--- config.mk ---
export PLATFORM = sky130hd
export DESIGN_NAME = issue_buffer
export DESIGN_NICKNAME = d
export VERILOG_FILES = /design/src/rtl/issue_buffer_pkg.sv /design/src/rtl/issue_buffer_predecode.sv /design/src/rtl/issue_buffer.sv
export SDC_FILE = /design/constraint.sdc
export NUM_CORES = 1
export LEC_CHECK = 0
export CAP_MARGIN = 20
export CORE_ASPECT_RATIO = 0.75
export CORE_MARGIN = 2
export CORE_UTILIZATION = 50
export CTS_BUF_LIST = sky130_fd_sc_hd__clkbuf_2 sky130_fd_sc_hd__clkbuf_4 sky130_fd_sc_hd__clkbuf_8
export DETAILED_ROUTE_END_ITERATION = 16
export GPL_TIMING_DRIVEN = 1
export PLACE_DENSITY = 0.69
export REMOVE_ABC_BUFFERS = 1
export SYNTH_ARGS = -nofsm -noshare
export SYNTH_HDL_FRONTEND = slang
export SYNTH_SLANG_ARGS = --single-unit
--- constraint.sdc ---
create_clock -name clk -period 7.75 [get_ports clk]
set_input_delay 1.55 -clock clk [delete_from_list [all_inputs] [get_ports clk]]
set_output_delay 1.55 -clock clk [all_outputs]
set_load 0.01 [all_outputs]
--- src/rtl/issue_buffer_pkg.sv ---
// Instruction field layout, opcode constants and opcode classes shared by the
// issue buffer and its predecoder.
package issue_buffer_pkg;

    localparam int OPCODE_MSB = 31;
    localparam int OPCODE_LSB = 26;
    localparam int REG_RS_MSB = 25;
    localparam int REG_RS_LSB = 21;
    localparam int REG_RT_MSB = 20;
    localparam int REG_RT_LSB = 16;
    localparam int REG_RD_MSB = 15;
    localparam int REG_RD_LSB = 11;

    localparam logic [5:0] OP_RTYPE = 6'h00;
    localparam logic [5:0] OP_J     = 6'h02;
    localparam logic [5:0] OP_JAL   = 6'h03;
    localparam logic [5:0] OP_BEQ   = 6'h04;
    localparam logic [5:0] OP_BNE   = 6'h05;
    localparam logic [5:0] OP_BLEZ  = 6'h06;
    localparam logic [5:0] OP_BGTZ  = 6'h07;
    localparam logic [5:0] OP_ADDI  = 6'h08;
    localparam logic [5:0] OP_ADDIU = 6'h09;
    localparam logic [5:0] OP_SLTI  = 6'h0a;
    localparam logic [5:0] OP_SLTIU = 6'h0b;
    localparam logic [5:0] OP_ANDI  = 6'h0c;
    localparam logic [5:0] OP_ORI   = 6'h0d;
    localparam logic [5:0] OP_XORI  = 6'h0e;
    localparam logic [5:0] OP_LUI   = 6'h0f;
    localparam logic [5:0] OP_LB    = 6'h20;
    localparam logic [5:0] OP_LH    = 6'h21;
    localparam logic [5:0] OP_LW    = 6'h23;
    localparam logic [5:0] OP_LBU   = 6'h24;
    localparam logic [5:0] OP_LHU   = 6'h25;
    localparam logic [5:0] OP_SB    = 6'h28;
    localparam logic [5:0] OP_SH    = 6'h29;
    localparam logic [5:0] OP_SW    = 6'h2b;

    typedef enum logic [2:0] {
        CLS_NONE,
        CLS_RTYPE,
        CLS_ALUI,
        CLS_LOAD,
        CLS_STORE,
        CLS_BRANCH,
        CLS_JUMP
    } op_class_e;

    function automatic op_class_e op_class(input logic [5:0] opcode);
        op_class_e cls;
        case (opcode)
            OP_RTYPE: cls = CLS_RTYPE;
            OP_ADDI, OP_ADDIU, OP_SLTI, OP_SLTIU,
            OP_ANDI, OP_ORI, OP_XORI, OP_LUI: cls = CLS_ALUI;
            OP_LB, OP_LH, OP_LW, OP_LBU, OP_LHU: cls = CLS_LOAD;
            OP_SB, OP_SH, OP_SW: cls = CLS_STORE;
            OP_BEQ, OP_BNE, OP_BLEZ, OP_BGTZ: cls = CLS_BRANCH;
            OP_J, OP_JAL: cls = CLS_JUMP;
            default: cls = CLS_NONE;
        endcase
        return cls;
    endfunction

endpackage

--- src/rtl/issue_buffer_predecode.sv ---
// Combinational predecoder: maps the upper instruction fields of one candidate
// lane to its source/destination registers and hazard-relevant class flags.
module issue_predecode
    import issue_buffer_pkg::*;
#(
    parameter int REG_W = 5
) (
    input  logic [OPCODE_MSB-REG_RD_LSB:0] inst_hi_i,
    output logic [REG_W-1:0]               rs_o,
    output logic [REG_W-1:0]               rt_o,
    output logic [REG_W-1:0]               dst_o,
    output logic                           writes_o,
    output logic                           is_mem_o,
    output logic                           is_ctrl_o
);

    // Only opcode/rs/rt/rd affect grouping, so the shamt/funct/immediate low
    // bits are not routed here.
    localparam int BASE = REG_RD_LSB;

    op_class_e cls;

    always_comb begin
        cls       = op_class(inst_hi_i[OPCODE_MSB-BASE:OPCODE_LSB-BASE]);
        rs_o      = REG_W'(inst_hi_i[REG_RS_MSB-BASE:REG_RS_LSB-BASE]);
        rt_o      = REG_W'(inst_hi_i[REG_RT_MSB-BASE:REG_RT_LSB-BASE]);
        dst_o     = '0;
        writes_o  = 1'b0;
        is_mem_o  = 1'b0;
        is_ctrl_o = 1'b0;
        case (cls)
            CLS_RTYPE: begin
                writes_o = 1'b1;
                dst_o    = REG_W'(inst_hi_i[REG_RD_MSB-BASE:REG_RD_LSB-BASE]);
            end
            CLS_ALUI: begin
                writes_o = 1'b1;
                dst_o    = rt_o;
            end
            CLS_LOAD: begin
                writes_o = 1'b1;
                dst_o    = rt_o;
                is_mem_o = 1'b1;
            end
            CLS_STORE:  is_mem_o  = 1'b1;
            CLS_BRANCH: is_ctrl_o = 1'b1;
            CLS_JUMP:   is_ctrl_o = 1'b1;
            default: ;
        endcase
    end

endmodule

--- src/rtl/issue_buffer.sv ---
// In-order fetch buffer and issue-group former: a circular queue filled by
// fetch bundles, drained each cycle by the longest hazard-free head prefix.
module issue_buffer
    import issue_buffer_pkg::*;
#(
    parameter int INST_WIDTH         = 32,
    parameter int ADDR_WIDTH         = 16,
    parameter int FETCH_WIDTH        = 2,
    parameter int ISSUE_WIDTH        = 2,
    parameter int DEPTH              = 8,
    parameter int NUM_REGISTERS_LOG2 = 5
) (
    input  logic                              clk,
    input  logic                              reset,
    input  logic                              fetch_valid,
    input  logic [FETCH_WIDTH*INST_WIDTH-1:0] fetch_inst,
    input  logic [ADDR_WIDTH-1:0]             fetch_pc,
    input  logic [$clog2(FETCH_WIDTH):0]      fetch_count,
    output logic                              fetch_ready,
    input  logic                              flush,
    input  logic                              stall,
    output logic [ISSUE_WIDTH-1:0]            issue_valid,
    output logic [ISSUE_WIDTH*INST_WIDTH-1:0] issue_inst,
    output logic [ISSUE_WIDTH*ADDR_WIDTH-1:0] issue_pc,
    output logic [$clog2(DEPTH):0]            count
);

    localparam int PTR_W = $clog2(DEPTH);
    localparam int CNT_W = PTR_W + 1;
    localparam int FC_W  = $clog2(FETCH_WIDTH) + 1;
    localparam int GS_W  = $clog2(ISSUE_WIDTH) + 1;
    localparam int REG_W = NUM_REGISTERS_LOG2;

    // Handshake: a bundle transfers on a rising edge where fetch_valid &&
    // fetch_ready && !flush; fetch_ready depends only on registered occupancy,
    // so a fetcher seeing ready low must hold its bundle until ready returns.

    logic [INST_WIDTH-1:0]            inst_mem_q [DEPTH];
    logic [ADDR_WIDTH-1:0]            pc_mem_q   [DEPTH];
    logic [PTR_W-1:0]                 head_q, head_d;
    logic [PTR_W-1:0]                 tail_q, tail_d;
    logic [CNT_W-1:0]                 count_q, count_d;
    logic [ISSUE_WIDTH-1:0]           issue_valid_q, issue_valid_d;
    logic [ISSUE_WIDTH*INST_WIDTH-1:0] issue_inst_q, issue_inst_d;
    logic [ISSUE_WIDTH*ADDR_WIDTH-1:0] issue_pc_q, issue_pc_d;

    logic                             enq_fire;
    logic [FC_W-1:0]                  enq_n;
    logic [GS_W-1:0]                  grp_size;
    logic [GS_W-1:0]                  deq_n;
    logic [ISSUE_WIDTH-1:0]           grp_join;
    logic                             grp_open;
    logic                             lane_ok;

    logic [PTR_W-1:0]                 wr_idx    [FETCH_WIDTH];
    logic [PTR_W-1:0]                 rd_idx    [ISSUE_WIDTH];
    logic [INST_WIDTH-1:0]            cand_inst [ISSUE_WIDTH];
    logic [ADDR_WIDTH-1:0]            cand_pc   [ISSUE_WIDTH];

    logic [REG_W-1:0]                 pd_rs     [ISSUE_WIDTH];
    logic [REG_W-1:0]                 pd_rt     [ISSUE_WIDTH];
    logic [REG_W-1:0]                 pd_dst    [ISSUE_WIDTH];
    logic                             pd_writes [ISSUE_WIDTH];
    logic                             pd_mem    [ISSUE_WIDTH];
    logic                             pd_ctrl   [ISSUE_WIDTH];

    assign fetch_ready = (CNT_W'(DEPTH) - count_q) >= CNT_W'(FETCH_WIDTH);
    assign enq_fire    = fetch_valid && fetch_ready && !flush;
    assign enq_n       = enq_fire ? fetch_count : '0;
    assign deq_n       = (flush || stall) ? '0 : grp_size;

    always_comb begin
        for (int k = 0; k < FETCH_WIDTH; k++) begin
            wr_idx[k] = tail_q + PTR_W'(k);
        end
        for (int k = 0; k < ISSUE_WIDTH; k++) begin
            rd_idx[k]    = head_q + PTR_W'(k);
            cand_inst[k] = inst_mem_q[rd_idx[k]];
            cand_pc[k]   = pc_mem_q[rd_idx[k]];
        end
    end

    for (genvar k = 0; k < ISSUE_WIDTH; k++) begin : g_pd
        issue_predecode #(
            .REG_W(REG_W)
        ) u_predecode (
            .inst_hi_i(cand_inst[k][OPCODE_MSB:REG_RD_LSB]),
            .rs_o     (pd_rs[k]),
            .rt_o     (pd_rt[k]),
            .dst_o    (pd_dst[k]),
            .writes_o (pd_writes[k]),
            .is_mem_o (pd_mem[k]),
            .is_ctrl_o(pd_ctrl[k])
        );
    end

    // A lane joins only if every older lane joined; the first rejection closes
    // the group, which keeps issue strictly in order.
    always_comb begin
        grp_join = '0;
        grp_size = '0;
        grp_open = 1'b1;
        lane_ok  = 1'b0;
        for (int k = 0; k < ISSUE_WIDTH; k++) begin
            lane_ok = grp_open && (CNT_W'(k) < count_q);
            if (k > 0) begin
                if (pd_mem[k]) begin
                    lane_ok = 1'b0;
                end
                for (int j = 0; j < k; j++) begin
                    if (pd_ctrl[j]) begin
                        lane_ok = 1'b0;
                    end
                    if (pd_writes[j] && (pd_dst[j] != '0)) begin
                        if ((pd_rs[k] == pd_dst[j]) || (pd_rt[k] == pd_dst[j])) begin
                            lane_ok = 1'b0;
                        end
                        if (pd_writes[k] && (pd_dst[k] == pd_dst[j])) begin
                            lane_ok = 1'b0;
                        end
                    end
                end
            end
            grp_join[k] = lane_ok;
            if (lane_ok) begin
                grp_size = grp_size + GS_W'(1);
            end else begin
                grp_open = 1'b0;
            end
        end
    end

    always_comb begin
        head_d  = head_q;
        tail_d  = tail_q;
        count_d = count_q;
        if (flush) begin
            head_d  = '0;
            tail_d  = '0;
            count_d = '0;
        end else begin
            head_d  = head_q + PTR_W'(deq_n);
            tail_d  = tail_q + PTR_W'(enq_n);
            count_d = count_q + CNT_W'(enq_n) - CNT_W'(deq_n);
        end
    end

    always_comb begin
        issue_valid_d = issue_valid_q;
        issue_inst_d  = issue_inst_q;
        issue_pc_d    = issue_pc_q;
        if (flush) begin
            issue_valid_d = '0;
        end else if (!stall) begin
            issue_valid_d = grp_join;
            for (int k = 0; k < ISSUE_WIDTH; k++) begin
                issue_inst_d[k*INST_WIDTH +: INST_WIDTH] = cand_inst[k];
                issue_pc_d[k*ADDR_WIDTH +: ADDR_WIDTH]   = cand_pc[k];
            end
        end
    end

    // Queue storage needs no reset: occupancy alone decides which entries are live.
    always_ff @(posedge clk) begin
        if (enq_fire) begin
            for (int k = 0; k < FETCH_WIDTH; k++) begin
                if (FC_W'(k) < fetch_count) begin
                    inst_mem_q[wr_idx[k]] <= fetch_inst[k*INST_WIDTH +: INST_WIDTH];
                    pc_mem_q[wr_idx[k]]   <= fetch_pc + ADDR_WIDTH'(k);
                end
            end
        end
    end

    always_ff @(posedge clk or negedge reset) begin
        if (!reset) begin
            head_q        <= '0;
            tail_q        <= '0;
            count_q       <= '0;
            issue_valid_q <= '0;
            issue_inst_q  <= '0;
            issue_pc_q    <= '0;
        end else begin
            head_q        <= head_d;
            tail_q        <= tail_d;
            count_q       <= count_d;
            issue_valid_q <= issue_valid_d;
            issue_inst_q  <= issue_inst_d;
            issue_pc_q    <= issue_pc_d;
        end
    end

    assign issue_valid = issue_valid_q;
    assign issue_inst  = issue_inst_q;
    assign issue_pc    = issue_pc_q;
    assign count       = count_q;

endmodule

After elaboration in Yosys (flattened, before gate mapping)
Memories as Yosys holds them, arrays and structs flattened. A register that Yosys moved wholly into a read port is not among the register bits.
Cells that the tools add are included.
{"block": "word_totals", "ramBits": 384, "out_inout_bits": 103, "regBits": 76, "n_memories": 4, "elab_cells": 83, "inputBits": 87, "rom_bits": 384}
{"name": "inst_mem_q", "depth": 8, "word_bits": 32, "read_ports": 2, "rd_ports_with_merged_regs": 0, "write_ports": 2, "line": "issue_buffer.sv:38", "text": "logic [INST_WIDTH-1:0] inst_mem_q [DEPTH];"}
{"name": "(no name shown)", "depth": 64, "word_bits": 3, "read_ports": 1, "rd_ports_with_merged_regs": 0, "write_ports": 0, "line": "issue_buffer_pkg.sv:50", "text": "case (opcode)"}
{"name": "(no name shown)", "depth": 64, "word_bits": 3, "read_ports": 1, "rd_ports_with_merged_regs": 0, "write_ports": 0, "line": "issue_buffer_pkg.sv:50"}
{"name": "pc_mem_q", "depth": 8, "word_bits": 16, "read_ports": 2, "rd_ports_with_merged_regs": 2, "write_ports": 2, "line": "issue_buffer.sv:39", "text": "logic [ADDR_WIDTH-1:0] pc_mem_q [DEPTH];"}
{"block": "classes", "magnitude_cmp": 5, "n_addsub": 9, "mux": 27, "n_eq_ne": 13, "bitwise_logic": 2, "reduce_logical": 18}
{"operator": "$pmux 5 s2", "n": 2}
{"operator": "$mux 1", "n": 17}
{"operator": "$add 16x1->16 const B", "n": 1}
{"operator": "$eq 5x5->1", "n": 3}
{"operator": "$eq 3x2->1 const B", "n": 4}
{"operator": "$mux 2", "n": 5}
{"operator": "$eq 3x3->1 const B", "n": 3}
{"operator": "$lt 1x4->1 const A", "n": 2}
{"operator": "$reduce_or 2->1", "n": 4}
{"operator": "$add 3x1->3 const B", "n": 2}
{"operator": "$add 3x2->3", "n": 2}
{"operator": "$eq 3x1->1 const B", "n": 2}
{"operator": "$mux 3", "n": 2}
{"operator": "$reduce_or 3->1", "n": 2}
{"operator": "$logic_and 1x1->1", "n": 5}
{"operator": "$reduce_bool 5->1", "n": 1}
{"operator": "$add 4x2->4", "n": 1}
{"operator": "$ge 4x2->1 const B", "n": 1}
{"operator": "$lt 1x2->1 const A", "n": 2}
{"operator": "$mux 4", "n": 1}
{"operator": "$sub 4x2->4", "n": 1}
{"operator": "$sub 4x4->4 const A", "n": 1}
{"operator": "$logic_not 1->1", "n": 3}
{"operator": "$add 2x1->2 const B", "n": 1}
{"operator": "other kinds (4)", "n": 6}

Longest topological paths before layout
Gate-level depths: netlist of run 1.
An unclocked memory read counts as a cell.
{"block": "logic_depth", "word_depth": 15, "mapped_depth": 25, "mapped_depth_nobuf": 21}

By module
Synthesis of run 1 repeated with hierarchy kept, for this count alone.
{"block": "hier_totals", "hier_cells": 2008, "hier_area_um2": 27187.3}
{"mod": "issue_buffer", "n_inst": 1, "seq_area_each_um2": 14233.7, "area_per_inst_um2": 26726.9, "cells_each": 1950}
{"mod": "issue_predecode", "n_inst": 2, "seq_area_each_um2": 0.0, "area_per_inst_um2": 230.2, "cells_each": 29}

Worst setup path before layout of run 1
Ideal clock, no wire load.
{"block": "synth_timing", "path_kind": "input to register", "start": "in flush", "end": "mem inst_mem_q[1][0] (enable)", "setup_ns": 0.526, "arrival_ns": 5.744, "setup_slack_ns": 1.480, "stages": 5, "t_required_ns": 7.224, "cell_sequence": "nor3b_1 -> nand2_1 -> nand2_1 -> nand2_1 -> o31ai_1"}
{"item": "start: declaration", "line": "issue_buffer.sv:20", "text": "input logic flush,"}
{"item": "end: declaration", "line": "issue_buffer.sv:38"}

Worst setup path after layout of run 1
{"block": "layout_timing", "start": "reg head_q[2]", "end": "reg count_q[3] (netlist: count[3])"}
{"block": "layout_via", "elab_chain_cells": 15, "word_cells_on_any_way": 41, "cone_classes": "2 x add/sub; 12 x eq/ne; 14 x mux; 10 x reduce/logical; 3 x memory"}
{"item": "start: declaration", "line": "issue_buffer.sv:40", "text": "logic [PTR_W-1:0] head_q, head_d;"}
{"item": "start signal: assignment", "line": "issue_buffer.sv:177", "text": "head_q <= '0;"}
{"item": "start signal: assignment", "line": "issue_buffer.sv:184", "text": "head_q <= head_d;"}
{"item": "$add 3x1->3", "line": "issue_buffer.sv:77", "text": "rd_idx[k] = head_q + PTR_W'(k);"}
{"item": "$mem_v2 8x32 (*)"}
{"item": "$mem_v2 64x3"}
{"item": "$eq 3x2->1 or $eq 3x3->1 (tied branches)", "line": "issue_buffer_predecode.sv:31", "text": "case (cls)"}
{"item": "$reduce_or 2->1 (no source line)"}
{"item": "$mux 1", "line": "issue_buffer_predecode.sv:31"}
{"item": "$mux 1", "line": "issue_buffer.sv:107", "text": "if (pd_mem[k]) begin"}
{"item": "$mux 1", "line": "issue_buffer.sv:111", "text": "if (pd_ctrl[j]) begin"}
{"item": "$mux 1", "line": "issue_buffer.sv:115", "text": "if ((pd_rs[k] == pd_dst[j]) || (pd_rt[k] == pd_dst[j])) begin"}
{"item": "$mux 1", "line": "issue_buffer.sv:118", "text": "if (pd_writes[k] && (pd_dst[k] == pd_dst[j])) begin"}
{"item": "$mux 1 (*)", "line": "issue_buffer.sv:114", "text": "if (pd_writes[j] && (pd_dst[j] != '0)) begin"}
{"item": "$mux 2 (*)", "line": "issue_buffer.sv:125", "text": "if (lane_ok) begin"}
{"item": "$mux 2 (*)", "line": "issue_buffer.sv:70", "text": "assign deq_n = (flush || stall) ? '0 : grp_size;"}
{"item": "$sub 4x2->4 (*)", "line": "issue_buffer.sv:144", "text": "count_d = count_q + CNT_W'(enq_n) - CNT_W'(deq_n);"}
{"item": "$mux 4 (*)", "line": "issue_buffer.sv:137", "text": "if (flush) begin"}
{"item": "named net count_d[3]", "line": "issue_buffer.sv:42", "text": "logic [CNT_W-1:0] count_q, count_d;"}
{"item": "end signal: assignment", "line": "issue_buffer.sv:186", "text": "count_q <= count_d;"}
{"item": "end: declaration", "line": "issue_buffer.sv:42"}
The timed path passes the listed nets; every way through them passes the cells marked *.
A chain may end at the register's enable or synchronous reset.

==> impl_metrics.json, run 1 <==
{
  "crit_path_top_delay_cell": "dfrtp_4",
  "yosysUniqueCellTypes": 59,
  "async_flop_share_pct": 21.95,
  "vias_per_cell": 6.149,
  "p_sw_share_pct": 35.23,
  "synth_seq_area_share_pct": 51.98,
  "cts.sinks": 492,
  "num_rows": 74,
  "grt_use_met3_pct": 7.068,
  "powerDensity_mw_per_mm2": 313.2,
  "power_mw": 9.877,
  "final_util_pct": 58.13,
  "grt_use_met1_pct": 41.60,
  "final_max_slew_viol_count": 0,
  "routed_wl_um": 83400,
  "ctsResizeCount": 0,
  "fillers": 4384,
  "pwr-share-clk_pct": 23.4,
  "start_util_pct": 50.47,
  "grt.total_usage_pct": 29.87,
  "synth_area_sq_mm": 0.02738,
  "overflow": 0,
  "layout.cells.most_common_list": "nand2_1 (785), edfxtp_1 (384), clkdlybuf4s50_1 (188), mux4_2 (183), nor2_1 (129)",
  "p_int_mw": 6.398,
  "syn_inst": 2374,
  "period_needed_ns": 6.012,
  "ctsHoldBuffers": 0,
  "cts_made_buffers": 80,
  "timing.final.crit_share_pct": 77.57,
  "grt.busiest_layer": "met2",
  "rsz0062_at_grt": "false",
  "core_region_area_sq_mm": 0.05426,
  "cap_violations": 0,
  "timing.critical_path.buf_inv": 2,
  "dp_hpwl_um": 48100,
  "synth_edf_count": 384,
  "start_kind": "flop",
  "htree_levels": 3,
  "use_met2_pct": 46.47,
  "avgSynthCellArea_sq_um": 11.53,
  "critical-path-max-stage-delay_ns": 0.91,
  "area_growth_pct": 15.18,
  "finalInstanceArea_sq_mm": 0.03154,
  "crit_fanout": 31,
  "drc": 0,
  "hold_slack_ns": 0.4770,
  "die_w_um": 274.2,
  "final_antenna_net_count": 0,
  "seq_power_share_pct": 35.0,
  "grt_pass1_wl_um": 124100,
  "die_y_um": 206.7,
  "critPathCaptureType": "flop",
  "antenna_found_initial": 6,
  "tightest_slew_ns": 1.123,
  "dpl_cell_area_sq_mm": 0.02994,
  "final_hold_viol_count": 0,
  "path_class": "reg2reg",
  "clkTransAtPathRegs_ns": 0.06,
  "pwr-share-comb_pct": 41.7,
  "critPathTopFamily": "XOR/XNOR gates",
  "final_common_cell": "nand2_1",
  "vias": 20120,
  "setup_violations": 0,
  "worstSkewPairLatency_ns": 0.69,
  "crit_chain": "xor2_4 > mux4_2 > mux2i_1 > nand3_1 > or2_2 > a2bb2oi_1 > xnor2_1 > nand4_1 > o21ai_0 > a21oi_1 > ha_1 > nand2_1 > inv_1 > fa_1 > inv_1 > ha_1 > a21o_1 > a21oi_1 > xnor2_1 > nor2_1",
  "first_global_vias": 19780,
  "seq_area_sq_mm": 0.01424,
  "dieArea_sq_mm": 0.05668,
  "nets": 2589,
  "avgRoutedWirePerCell_um": 25.49,
  "cts_tree": "done",
  "cts-root-buf": "clkbuf_8",
  "final_layout_size_suffix_gt1_share_pct": 18.26,
  "ir_drop_mv": 0.4760,
  "max_freq_mhz": 166.3,
  "status": "finished, final reports clean",
  "portBuffers": 189,
  "ys.flop_type": "edfxtp_1",
  "worst_hold_path_type": "reg2reg",
  "relSlewSlack_pct": 24.86,
  "power_switching_mw": 3.480,
  "power_leakage_nw": 11.59,
  "post_cts_buffers": 0,
  "place_congestion": 0.9447,
  "clock_path_buffers": 3,
  "ys_seq_elements": 492,
  "drt-pass1-iter-count": 6,
  "fin_skew_ns": 0.04122,
  "drtIter0Drc": 2503,
  "crit_arrival_ns": 6.54,
  "crit_required_ns": 8.28,
  "grt_max_degree": 156,
  "multi_input_area_sq_mm": 0.01245,
  "ys_warn_count": 0,
  "ios": 190
}
-- worst register-to-register path, cell delays in order, from the launching register on --
cell	delay, ns
dfrtp_4	0.91
xor2_4	0.85
mux4_2	0.43
mux2i_1	0.51
nand3_1	0.24
or2_2	0.38
a2bb2oi_1	0.18
xnor2_1	0.18
nand4_1	0.13
o21ai_0	0.17
a21oi_1	0.10
ha_1	0.21
nand2_1	0.10
inv_1	0.09
fa_1	0.50
inv_1	0.07
ha_1	0.29
a21o_1	0.17
a21oi_1	0.17
xnor2_1	0.14
nor2_1	0.05
-- synth_stat cells, types with 5 or more instances --
cell type  number  area [sq um]
nor3_1         17         85.08
nand4_1         5         31.28
xnor2_1        53         464.2
or2_2           5         31.28
nor2_1        132         495.5
mux4_2        183          4121
nor2b_1        11         68.82
nor3b_1        10         75.07
o21ai_0        73         365.4
mux2_2         69         777.0
nand3_1        24         120.1
clkbuf_1      134         503.0
a21oi_1        10         50.05
nand2b_1       12         75.07
edfxtp_1      384         11530
a31oi_1        37         231.5
buf_1          25         93.84
nand2_1       787          2954
mux4_1          5         131.4
o221ai_1        6         52.55
buf_2          33         165.2
a22oi_1         6         45.04
xor2_1         81         709.4
o22ai_1         7         43.79
mux2i_1        66         660.6
dfrtp_1       108          2703
inv_1          28         105.1
ha_1           13         162.7
-- metal layers --
layer | routed length, um | vias up
li1 | - | 8647
met1 | 32000 | 9934
met2 | 38460 | 1340
met3 | 10290 | 193
met4 | 2618 | 4
met5 | 26 | -
-- power by group through the flow --
| stage | Sequential, mW | Combinational (mW) | Clock, mW |
|---|---|---|---|
| final | 3.45 | 4.12 | 2.31 |
| after global placement | 3.49 | 4.00 | 0 |
| after floorplan | 3.77 | 2.68 | 0 |
| after global routing | 3.49 | 4.39 | 2.45 |
| after CTS | 3.46 | 4.09 | 2.33 |
| after detailed placement | 3.50 | 4.08 | 0 |
-- metrics by stage --
stage	instances	setup TNS, ns	setup WS, ns
3_3_place_gp	3124	0	2.013
6_report	3272	0	1.738
5_1_grt	3269	0	1.432
3_5_place_dp	3125	0	1.853
4_1_cts	3268	0	1.847
2_1_floorplan	2177	-103.38	-4.444
-- area by class of cell --
class | count | share of cell area, %
Tap cell | 722 | 2.864
Timing Repair Buffer | 226 | 7.041
Sequential cell | 492 | 45.16
Clock inverter | 17 | 0.2499
Clock buffer | 126 | 4.804
Multi-Input combinational cell | 1655 | 39.49
Antenna cell | 4 | 0.03174
Inverter | 30 | 0.3570
-- sequential cells by signal (all words and copies together) (netlist names) --
name	cells
head_q	3
tail_q	3
pc_mem_q	128
issue_inst	64
issue_pc	32
issue_valid	2
count	4
inst_mem_q	256
-- final timing paths --
check,slack (ns),from,cells after the start,to
worst max register to register,1.74,head_q[2],20,count[3]
worst min-delay path,0.48,issue_inst[21],2,issue_inst[21]
worst min register to register,0.48,issue_inst[21],2,issue_inst[21]
min in group asynchronous,0.87,reset,1,issue_pc[0]
max in group asynchronous,5.67,reset,2,issue_inst[37]
worst max-delay path,1.74,head_q[2],20,count[3]
-- cell families (layout without fill, tap and decap cells) --
logic type / Yosys count / after routing / share of synthesized area (%)
AND/OR/NAND/NOR: 1017 / 1017 / 14.79
flip-flops: 492 / 492 / 51.98
adder cells (fa/ha/maj): 17 / 17 / 0.8864
AO/OA/AOI/OAI: 162 / 162 / 3.747
multiplexers: 324 / 324 / 20.86
other: 0 / 4 / 0
XOR/XNOR: 135 / 135 / 4.345
buffers and inverters: 227 / 399 / 3.390
No activity file was read; power rests on OpenSTA's default activity.
==> run 2, diff against run 1 <==
- PLACE_DENSITY: 0.69 -> 0.72
- clock period: 7.75 -> 5.2 ns (I/O delays scaled with it)
==> run 2 against run 1 <==
Critical path depth grew 2. Combinational power rose by 64%. Clock power grew 51%. Cell count grew 2.2%. Largest cell class unchanged. Highest routed layer unchanged.
==> impl_metrics.json, run 2 (synthesized netlist as in run 1, its figures left out) <==
{
  "drt-pass1-iter-count": 5,
  "relSlewSlack_pct": 28.47,
  "antenna_found_initial": 7,
  "ctsHoldBuffers": 0,
  "dp_hpwl_um": 50870,
  "ios": 190,
  "critical-path-max-stage-delay_ns": 0.54,
  "core_region_area_sq_mm": 0.05426,
  "crit_fanout": 13,
  "first_global_vias": 20540,
  "crit_chain": "buf_4 > mux4_1 > mux2i_1 > inv_1 > a311oi_4 > buf_12 > a22oi_1 > nor2b_1 > a221oi_1 > a22oi_2 > o21ai_1 > a21oi_1 > ha_1 > nand2_1 > inv_1 > fa_1 > inv_1 > ha_1 > a21o_1 > a21oi_1 > xnor2_1 > nor2_1",
  "final_common_cell": "nand2_1",
  "reg2reg_to": "count[3]",
  "die_y_um": 206.7,
  "cap_violations": 0,
  "clkTransAtPathRegs_ns": 0.07,
  "cts_made_buffers": 79,
  "htree_levels": 3,
  "dieArea_sq_mm": 0.05668,
  "cts_tree": "done",
  "portBuffers": 189,
  "grt_pass1_wl_um": 125500,
  "largest_reg_flops": 256,
  "crit_required_ns": 5.73,
  "crit_path_top_delay_cell": "dfrtp_4",
  "timing.final.crit_share_pct": 95.81,
  "period_needed_ns": 4.982,
  "num_rows": 74,
  "fin_skew_ns": 0.03889,
  "drc": 0,
  "tightest_slew_ns": 1.073,
  "regToRegSetupSlack_ns": 0.22,
  "grt_max_degree": 100,
  "final_antenna_net_count": 0,
  "die_w_um": 274.2,
  "worstSkewPairLatency_ns": 0.68,
  "clock_path_buffers": 3,
  "num_antenna_cells": 0,
  "dp.cells": 3170,
  "power_leakage_nw": 12.07,
  "final-instance-count-excl-fill": 3345,
  "dpl_cell_area_sq_mm": 0.03041,
  "vias": 20680,
  "max_freq_mhz": 200.7,
  "status": "finished, final reports clean",
  "nets": 2664,
  "final_layout_size_suffix_gt1_share_pct": 21.20,
  "final_max_slew_viol_count": 0,
  "final_hold_viol_count": 0,
  "crit_arrival_ns": 5.51,
  "ir_drop_mv": 0.2827,
  "rr_worst_depth": 22,
  "start_util_pct": 50.47,
  "area_growth_pct": 18.56,
  "drtIter0Drc": 2784,
  "avgRoutedWirePerCell_um": 25.71,
  "powerDensity_mw_per_mm2": 475.1,
  "hold_slack_ns": 0.4778,
  "grt.total_usage_pct": 30.12,
  "setup_violations": 0,
  "routed_wl_um": 86010,
  "power_mw": 15.42,
  "start_kind": "flop",
  "finalInstanceArea_sq_mm": 0.03246,
  "cp_common_cell": "inv_1",
  "final_util_pct": 59.84,
  "path_class": "reg2reg",
  "critPathCaptureType": "flop",
  "overflow": 0,
  "worst_hold_path_type": "in2async",
  "place_congestion": 0.9101,
  "timing.rr.start": "head_q[2]",
  "cts.sinks": 492,
  "vias_per_cell": 6.181,
  "layout.cells.most_common_list": "nand2_1 (785), edfxtp_1 (384), clkdlybuf4s50_1 (188), mux4_2 (183), nor2_1 (129)",
  "cts-root-buf": "clkbuf_8"
}
-- run 2: changes by cell type in the layout (fill, tap and decap cells not counted), sizes merged --
cell / delta
buf: +73
inv: +2
bufinv: +2
clkbuf: -3
clkinv: +5
diode: -4
clkinvlp: -2
-- run 2: report_power, final --
part / internal, mW / switching [mW]
Sequential: 4.80 / 0.383
Combinational: 3.33 / 3.43
Clock: 1.88 / 1.61
-- run 2: stage by stage --
step           setup WS, ns   TNS, ns
2_1_floorplan        -6.994   -481.59
3_3_place_gp         0.1420         0
3_5_place_dp        0.03855         0
4_1_cts             0.02669         0
5_1_grt            -0.03864  -0.03864
6_report             0.2179         0
-- run 2: worst max-delay path by stage --
stage / depth (start not counted) / from / endpoint
global placement: 20 / head_q[2] / count[3]
detailed placement: 20 / head_q[2] / count[3]
finish: 22 / head_q[2] / count[3]
CTS: 22 / head_q[2] / count[3]
global route: 23 / head_q[2] / count[3]
floorplan: 21 / head_q[0] / count[3]
-- run 2: routing by layer --
| layer | vias to the layer above | part of all wire (%) | GRT usage [%] |
|---|---|---|---|
| li1 | 8801 | - | - |
| met1 | 10140 | 37 | 40.80 |
| met2 | 1463 | 46 | 47.61 |
| met3 | 259 | 13 | 7.993 |
| met4 | 14 | 3.3 | 10.11 |
| met5 | - | 0.12 | 0 |
-- run 2: timing repair --
action	4_1_cts	5_1_grt
resized for setup	0	19
endpoints found under the setup margin	0	3
setup buffers	0	27
-- run 2: worst max-delay path, delay by kind of cell (launching register included) --
kind / cells / cell delay (ns)
flip-flops: 1 / 0.54
adder cells (fa/ha/maj): 3 / 0.99
AND/OR/NAND/NOR: 3 / 0.32
multiplexers: 2 / 0.83
buffers and inverters: 5 / 0.58
XOR/XNOR: 1 / 0.14
AO/OA/AOI/OAI: 8 / 1.45
-- run 2: cell type report --
type | count | area, sq um
Timing Repair Buffer | 302 | 3058
Inverter | 30 | 112.6
Multi-Input combinational cell | 1655 | 12530
Sequential cell | 492 | 14240
Clock inverter | 24 | 168.9
Tap cell | 722 | 903.4
Fill cell | 4286 | 21790
Clock buffer | 120 | 1445
==> patch: new RTL, config.mk and constraints of run 1 <==
`ISSUE_WIDTH`: 2 -> 4.
--- a/src/rtl/issue_buffer.sv
+++ b/src/rtl/issue_buffer.sv
@@ -8,3 +8,3 @@
     parameter int FETCH_WIDTH        = 2,
-    parameter int ISSUE_WIDTH        = 2,
+    parameter int ISSUE_WIDTH        = 4,
     parameter int DEPTH              = 8,
Interface: changed (resized issue_inst, issue_pc and issue_valid); port bits go from 190 to 288. The function was not compared with the original's and may differ.
==> patch against run 1 <==
Fmax down 19%; global-route usage up 3.9 points; sequential cell count up 98; routed wire length up 53%; area after synthesis up 34%; clock power up 27%; core utilization up 1.1 points; setup slack worse by 1400 ps; critical endpoint unchanged; total power up 56%; final area up 36%; count of clock-buffer cells in the layout up 16; synthesized cell count up 37%; via count up 45%; highest routed layer unchanged; largest power group unchanged.
==> patch: results <==
set metrics [dict create \
    portBuffers 287 \
    fin_skew_ps 46.7 \
    cts-buffers-inserted 95 \
    dp_cells 4320 \
    hold_start "issue_inst[47]$_DFFE_PN0P_" \
    place_congestion 1.01 \
    grt_usage_pct 33.8 \
    insertedDiodeCount 6 \
    grt_max_degree 116 \
    hold_path_end "issue_inst[47]$_DFFE_PN0P_" \
    p_leak_nw 16.1 \
    clock_sinks 590 \
    r2r-start "head_q[0]$_DFF_PN0_" \
    path_max_fanout 34 \
    drive_gt1_share_pct 19.9 \
    clock_latency_ps 760 \
    seq_area_frac_synth_pct 45.5 \
    wl_per_cell_um 28.3 \
    buffer_area_share_pct 8.90 \
    slew-limit-headroom_pct 23.9 \
    r2r_slack_ps 320 \
    slowest_delay_ps 620 \
    status "finished clean" \
    place_hpwl_um 84300 \
    multi_input_area_share_pct 44.1 \
    antenna_found_initial 10 \
    peakVddDrop_mv 0.283 \
    grt_pass1_wl_um 187000 \
    placed_area_mm2 0.0406 \
    buffers_excl_clock 388 \
    clk_share_pct 4.75 \
    regArea_mm2 0.0167 \
    synthDistinctLibCells 95 \
    finalNetCount 3571 \
    clkPwrFrac_pct 19.1 \
    n_clock_buffer 142 \
    multi_input_gates 2351 \
]
## patch: stage by stage
step	power [mW]	hold WS, ps	setup WS (ps)
6_report	15.4	478	322
4_1_cts	15.3	482	284
5_1_grt	16.0	508	26.8
3_5_place_dp	12.4	467	291
3_3_place_gp	12.3	465	433
2_1_floorplan	11.4	514	-13080
## patch: worst max-delay path by stage
stage | from | endpoint | depth (start not counted)
floorplan | head_q[0]$_DFF_PN0_ | count[3]$_DFF_PN0_ | 29
global placement | head_q[2]$_DFF_PN0_ | count[3]$_DFF_PN0_ | 27
detailed placement | head_q[2]$_DFF_PN0_ | count[3]$_DFF_PN0_ | 27
CTS | head_q[2]$_DFF_PN0_ | count[3]$_DFF_PN0_ | 27
global route | head_q[0]$_DFF_PN0_ | count[3]$_DFF_PN0_ | 28
finish | head_q[0]$_DFF_PN0_ | count[3]$_DFF_PN0_ | 28
## patch: routing by layer
metal / global-route usage, % / part of all wire [%]
met1: 46.9 / 39
met4: 13.8 / 4.2
met5: 0 / 0.027
met2: 51.5 / 46
met3: 7.96 / 11
## patch: cell families (layout without fill, tap and decap cells)
| logic type | count (synthesis) | after routing | share of synthesized area (%) |
|---|---|---|---|
| mux | 602 | 602 | 26.4 |
| buf+inv | 304 | 604 | 3.72 |
| fa+ha+maj | 21 | 21 | 0.798 |
| xor+xnor | 172 | 172 | 4.13 |
| other cells | 0 | 6 | 0 |
| compound gates | 362 | 362 | 6.42 |
| flops | 590 | 590 | 45.5 |
| simple gates | 1194 | 1194 | 13.0 |
## patch: tightest hold or removal path, cell delays in order, from the launching register on
cell and delay (ps):
dfrtp_1 340, nand2_1 50, nand2_1 60
## patch: timing repair
| item | in CTS | in global routing |
|---|---|---|
| hold buffers | 0 | 0 |
| resized for setup | 0 | 1 |
| endpoints found under the setup margin | 0 | 1 |
